$ cat config.mk
export PLATFORM = sky130hd
export DESIGN_NAME = mag_comp_serial
export DESIGN_NICKNAME = d
export VERILOG_FILES = /design/src/rtl/mag_comp_serial.sv
export SDC_FILE = /design/constraint.sdc
export NUM_CORES = 1
export LEC_CHECK = 0
export CELL_PAD_IN_SITES_DETAIL_PLACEMENT = 1
export CELL_PAD_IN_SITES_GLOBAL_PLACEMENT = 2
export CORE_AREA = 2 2 65 67
export CTS_CLUSTER_DIAMETER = 80
export DETAILED_ROUTE_END_ITERATION = 12
export DIE_AREA = 0 0 67 69
export DONT_BUFFER_PORTS = 1
export PLACE_DENSITY = 0.75
export SYNTH_ARGS = -nofsm -noshare
export SYNTH_HDL_FRONTEND = slang
export SYNTH_SLANG_ARGS = --single-unit
$ cat constraint.sdc
create_clock -name clk -period 2.2 [get_ports clk]
set_input_delay 0.33 -clock clk [delete_from_list [all_inputs] [get_ports clk]]
set_output_delay 0.33 -clock clk [all_outputs]
set_load 0.01 [all_outputs]
$ cat src/rtl/mag_comp_serial.sv
// Serial MSB-first magnitude comparator: captures two WIDTH-bit operands on start,
// scans one bit per clock, and reports registered lt/gt/eq with a one-cycle done pulse.
module mag_comp_serial #(
    parameter int WIDTH      = 8,
    parameter bit EARLY_EXIT = 1'b1
) (
    input  logic             clk,
    input  logic             rst_n,
    input  logic             start,
    input  logic             signed_mode,
    input  logic [WIDTH-1:0] a,
    input  logic [WIDTH-1:0] b,
    output logic             busy,
    output logic             done,
    output logic             lt,
    output logic             gt,
    output logic             eq
);

    localparam int IDX_W = (WIDTH > 1) ? $clog2(WIDTH) : 1;
    localparam logic [IDX_W-1:0] IDX_MSB = IDX_W'(WIDTH - 1);

    typedef enum logic {
        S_IDLE = 1'b0,
        S_SCAN = 1'b1
    } state_t;

    state_t           r_state, w_state_nxt;
    logic [WIDTH-1:0] r_a, r_b;
    logic             r_signed;
    logic [IDX_W-1:0] r_idx, w_idx_nxt;
    logic             r_decided, w_decided_nxt;
    logic             r_lt_rec, w_lt_rec_nxt;
    logic             r_gt_rec, w_gt_rec_nxt;
    logic             r_done, w_done_nxt;
    logic             r_lt, w_lt_nxt;
    logic             r_gt, w_gt_nxt;
    logic             r_eq, w_eq_nxt;

    logic [WIDTH-1:0] w_mask;
    logic             w_a_bit, w_b_bit, w_found, w_a_wins, w_capture;

    assign w_mask    = WIDTH'(1'b1) << r_idx;
    assign w_a_bit   = |(r_a & w_mask);
    assign w_b_bit   = |(r_b & w_mask);
    assign w_found   = (r_state == S_SCAN) && !r_decided && (w_a_bit != w_b_bit);
    // The sign bit of a two's-complement operand carries negative weight, so its sense flips.
    assign w_a_wins  = w_a_bit ^ (r_signed & (r_idx == IDX_MSB));
    assign w_capture = (r_state == S_IDLE) && start;

    // Next-state and result computation for the scan FSM.
    always_comb begin
        w_state_nxt   = r_state;
        w_idx_nxt     = r_idx;
        w_decided_nxt = r_decided;
        w_lt_rec_nxt  = r_lt_rec;
        w_gt_rec_nxt  = r_gt_rec;
        w_done_nxt    = 1'b0;
        w_lt_nxt      = r_lt;
        w_gt_nxt      = r_gt;
        w_eq_nxt      = r_eq;
        case (r_state)
            S_IDLE: begin
                if (start) begin
                    w_state_nxt   = S_SCAN;
                    w_idx_nxt     = IDX_MSB;
                    w_decided_nxt = 1'b0;
                    w_lt_rec_nxt  = 1'b0;
                    w_gt_rec_nxt  = 1'b0;
                end else begin
                    w_state_nxt = S_IDLE;
                end
            end
            S_SCAN: begin
                if (w_found) begin
                    w_decided_nxt = 1'b1;
                    w_gt_rec_nxt  = w_a_wins;
                    w_lt_rec_nxt  = !w_a_wins;
                end else begin
                    w_decided_nxt = r_decided;
                end
                if ((EARLY_EXIT && w_found) || (r_idx == '0)) begin
                    w_state_nxt = S_IDLE;
                    w_done_nxt  = 1'b1;
                    w_lt_nxt    = w_lt_rec_nxt;
                    w_gt_nxt    = w_gt_rec_nxt;
                    w_eq_nxt    = !w_decided_nxt;
                end else begin
                    w_idx_nxt = r_idx - IDX_W'(1'b1);
                end
            end
            default: begin
                w_state_nxt = S_IDLE;
            end
        endcase
    end

    // State, shadow operands and registered results.
    always_ff @(posedge clk or negedge rst_n) begin
        if (!rst_n) begin
            r_state   <= S_IDLE;
            r_a       <= '0;
            r_b       <= '0;
            r_signed  <= 1'b0;
            r_idx     <= '0;
            r_decided <= 1'b0;
            r_lt_rec  <= 1'b0;
            r_gt_rec  <= 1'b0;
            r_done    <= 1'b0;
            r_lt      <= 1'b0;
            r_gt      <= 1'b0;
            r_eq      <= 1'b0;
        end else begin
            r_state   <= w_state_nxt;
            r_idx     <= w_idx_nxt;
            r_decided <= w_decided_nxt;
            r_lt_rec  <= w_lt_rec_nxt;
            r_gt_rec  <= w_gt_rec_nxt;
            r_done    <= w_done_nxt;
            r_lt      <= w_lt_nxt;
            r_gt      <= w_gt_nxt;
            r_eq      <= w_eq_nxt;
            if (w_capture) begin
                r_a      <= a;
                r_b      <= b;
                r_signed <= signed_mode;
            end else begin
                r_a      <= r_a;
                r_b      <= r_b;
                r_signed <= r_signed;
            end
        end
    end

    assign busy = (r_state == S_SCAN);
    assign done = r_done;
    assign lt   = r_lt;
    assign gt   = r_gt;
    assign eq   = r_eq;

endmodule

==> run_results.csv <==
group,metric,value,unit
synthesis,syn_area,1410,um2
route,wl_per_cell,18.7,um
floorplan,coreArea,3910,um2
route,ant_nets,0,
worst_hold_path,worst_hold_path_type,"in2reg",
placement,post-place-ws,-103,ps
clocking,insertion_delay,280,ps
finish,multi_input_area,777,um2
clocking,cts_tree,"done",
floorplan,dieHeight,69,um
synthesis,synth_top_area_share,49.9,%
synthesis,syn_area_per_cell,12.7,um2
floorplan,dieArea,4620,um2
power_and_ir_drop,combPwrFrac,54.9,%
clocking,clkTransAtPathRegs,100,ps
setup_path,crit_type,"reg2reg",
setup_path,max_stage_delay,440,ps
synthesis,syn-num-nets,136,
job,max_cap_violations,0,
power_and_ir_drop,ir_worst_vdd,0.551,mV
clocking,clock-sinks,28,
timing,finalCritPeriodShare,99.8,%
clocking,clockBufferDepth,2,
setup_path,critPathMaxFanout,4,
setup_path,r2r-start,"r_idx[0]",
synthesis,yosys.cell_types.count,37,
power_and_ir_drop,seqPwrFrac,32.1,%
timing,tightest_slew,393,ps
synthesis,yosys_most_used_dff,"dfrtp_1",
route,finalWirelength,3.23,mm
timing,hold_violations,0,
setup_path,crit_path_start,"r_idx[0]",
grt,antenna_found_initial,0,
timing,rsz0062_at_grt,"true",
worst_hold_path,min_path_cells,1,
worst_hold_path,min-delay-start,"a[7]",
outcome,status,"completed",
setup_path,reg2reg_setup_slack,5,ps
timing,fin_crit,2190,ps
finish,final.fill_count,440,
grt,grt_util_all_layers,13.9,%
route,first_pass_iters,4,
timing,slew_viol_final,0,
route,first_iter_violations,19,
synthesis,ys_warn_count,0,
route,drc_errors,0,
placement,hpwl,2.21,mm
grt,grt_max_degree,29,
timing,fmax,0.456,GHz
timing,fin_skew,1.41,ps
setup_path,crit_required,2410,ps
timing,fin_ws,5.49,ps
finish,nets,149,
grt,grt-ovfl-total,0,
clocking,numCtsBuffers,3,
clocking,cts_htree_levels,1,
synthesis,synth_commonest_cells,"dfrtp_1, mux2_2, a22oi_1",
setup_path,crit_chain,"inv_2 -> ha_4 -> a22o_1 -> o211a_4 -> o21ai_4 -> o311a_4 -> mux2_4 -> a22oi_2",
synthesis,synth-seq-cells,28,
power_and_ir_drop,switching_power,1.20,mW
floorplan,die_x,67,um
placement,place_inst,163,
synthesis,yosysMostFrequentCell,"dfrtp_1",
timing,timing.slew.headroom,73.7,%
placement,gp_congestion,0.747,
setup_path,r2r_end,"r_idx[1]",
setup_path,worst_setup_path_start_kind,"register",
finish,drive_gt1_share,50.4,%
floorplan,io_pins,25,
floorplan,initial_utilization,35.9,%
power_and_ir_drop,p_int,1.93,mW
route,vias_per_cell,5.32,
synthesis,synth_area_leaders,"dfrtp_1, mux2_2, ha_1",
timing,setup_viol,0,
floorplan,row_count,23,
power_and_ir_drop,leakage,0.747,nW
finish,fin_cells,173,
worst_hold_path,min_to,"r_a[7]",
finish,regArea,701,um2
setup_path,end_kind,"register",
grt,grt_pass1_vias,995,
route,vias,921,
finish,diodes,0,
finish,areaGrowthSynthToFinish,24.8,%
clocking,cts_root_buf,"clkbuf_8",
synthesis,yosys.area.top_type,"dfrtp_1",
power_and_ir_drop,p_sw_share,38.4,%
setup_path,cp.arrival,2400,ps
synthesis,synth-async-reset-ratio,100,%
synthesis,synth-edff-count,0,
placement,io_buffers,0,
setup_path,reg2reg_depth,8,
synthesis,netlist_instances,111,
setup_path,cp_slowest_cell,"dfrtp_1",
synthesis,seq_area_frac_synth,49.9,%
power_and_ir_drop,powerDensity,1780,nW/um2
grt,grt_first_pass_wirelength,4.95,mm
power_and_ir_drop,p_clk_share,13.1,%
-- final cells by class --
| class | instances | share of cell area [%] |
|---|---|---|
| clock buffer | 3 | 2.35 |
| clock inverter | 1 | 1.71 |
| inverter | 6 | 1.28 |
| multi-input combinational | 72 | 44.3 |
| sequential | 28 | 39.9 |
| tap | 50 | 3.57 |
| timing repair buffer | 13 | 6.85 |
-- routing by layer --
metal | up-vias | routed length (um) | global-route usage (%)
li1 | 424 | - | -
met1 | 477 | 1400 | 19.0
met2 | 15 | 1690 | 21.7
met3 | 5 | 96 | 3.10
met4 | 0 | 44 | 4.08
met5 | - | 0 | 0
-- kinds of logic (layout without fill, tap and decap cells) --
logic type / after synthesis / in the layout / synth area share, %
AO/OA/AOI/OAI: 28 / 28 / 18.3
flip-flops: 28 / 28 / 49.9
multiplexers: 20 / 20 / 16.5
AND/OR/NAND/NOR: 17 / 17 / 6.59
buffers and inverters: 11 / 23 / 3.03
adder cells (fa/ha/maj): 5 / 5 / 4.45
XOR/XNOR: 2 / 2 / 1.25
-- through the flow --
step / util (%) / hold slack (ps) / total power [mW] / TNS, ps / area [um2]
after floorplan: - / 34.4 / 1.99 / 0 / 1410
after detailed placement: 38.3 / 35.1 / 2.35 / -143 / 1500
after global routing: 44.8 / 178 / 3.32 / -327 / 1750
final: 44.8 / 193 / 3.13 / 0 / 1750
after CTS: 41.3 / 194 / 2.82 / 0 / 1620
after global placement: 38.3 / 35.1 / 2.29 / -40.3 / 1500
-- flip-flops by register name (all words and copies together), names as in the netlist --
| name | cells |
|---|---|
| r_decided | 1 |
| r_lt_rec | 1 |
| r_signed | 1 |
| gt | 1 |
| r_idx | 3 |
| busy | 1 |
| r_a | 8 |
| eq | 1 |
| r_b | 8 |
| done | 1 |
| r_gt_rec | 1 |
| lt | 1 |
-- worst max-delay path by stage --
| stage | end | slack, ps |
|---|---|---|
| final | r_idx[1] | 5 |
| after detailed placement | r_idx[1] | -100 |
| after CTS | r_idx[1] | 20 |
| after global routing | r_idx[1] | -100 |
| after floorplan | r_idx[1] | 120 |
| after global placement | r_idx[1] | -40 |
-- power by group through the flow --
| stage | logic [mW] | clock network, mW | registers [mW] |
|---|---|---|---|
| after global placement | 1.31 | 0 | 0.980 |
| after CTS | 1.43 | 0.416 | 0.978 |
| after detailed placement | 1.36 | 0 | 0.987 |
| after global routing | 1.84 | 0.442 | 1.04 |
| after floorplan | 1.07 | 0 | 0.913 |
| final | 1.72 | 0.409 | 1.00 |
-- worst max-delay path: cells and delay by family, from the launching register on --
family | cells | cell delay (ps)
AOI/OAI and AO/OA | 5 | 1080
buffers and inverters | 1 | 110
muxes | 1 | 300
adders and majority gates | 1 | 190
DFF | 1 | 440
-- placed cells by master, fill, tap and decap left out, types with 2 or more instances in the layout --
| master | count |
|---|---|
| nor2_1 | 5 |
| ha_4 | 2 |
| inv_2 | 2 |
| ha_2 | 2 |
| mux2_4 | 2 |
| buf_4 | 9 |
| mux2_2 | 17 |
| dfrtp_1 | 28 |
| a22o_1 | 2 |
| clkbuf_8 | 3 |
| buf_6 | 2 |
| a32o_1 | 2 |
| a22oi_2 | 7 |
| inv_1 | 4 |
| nand2_1 | 5 |
| xnor2_2 | 2 |
-- timing repair --
item,4_1_cts,5_1_grt
gates resized for setup,2,21
hold endpoints to repair,28,0
setup buffers,1,4
endpoints found under the setup margin,5,7
hold buffers,2,0
pin swaps,0,12
No activity file was read; power rests on OpenSTA's default activity.
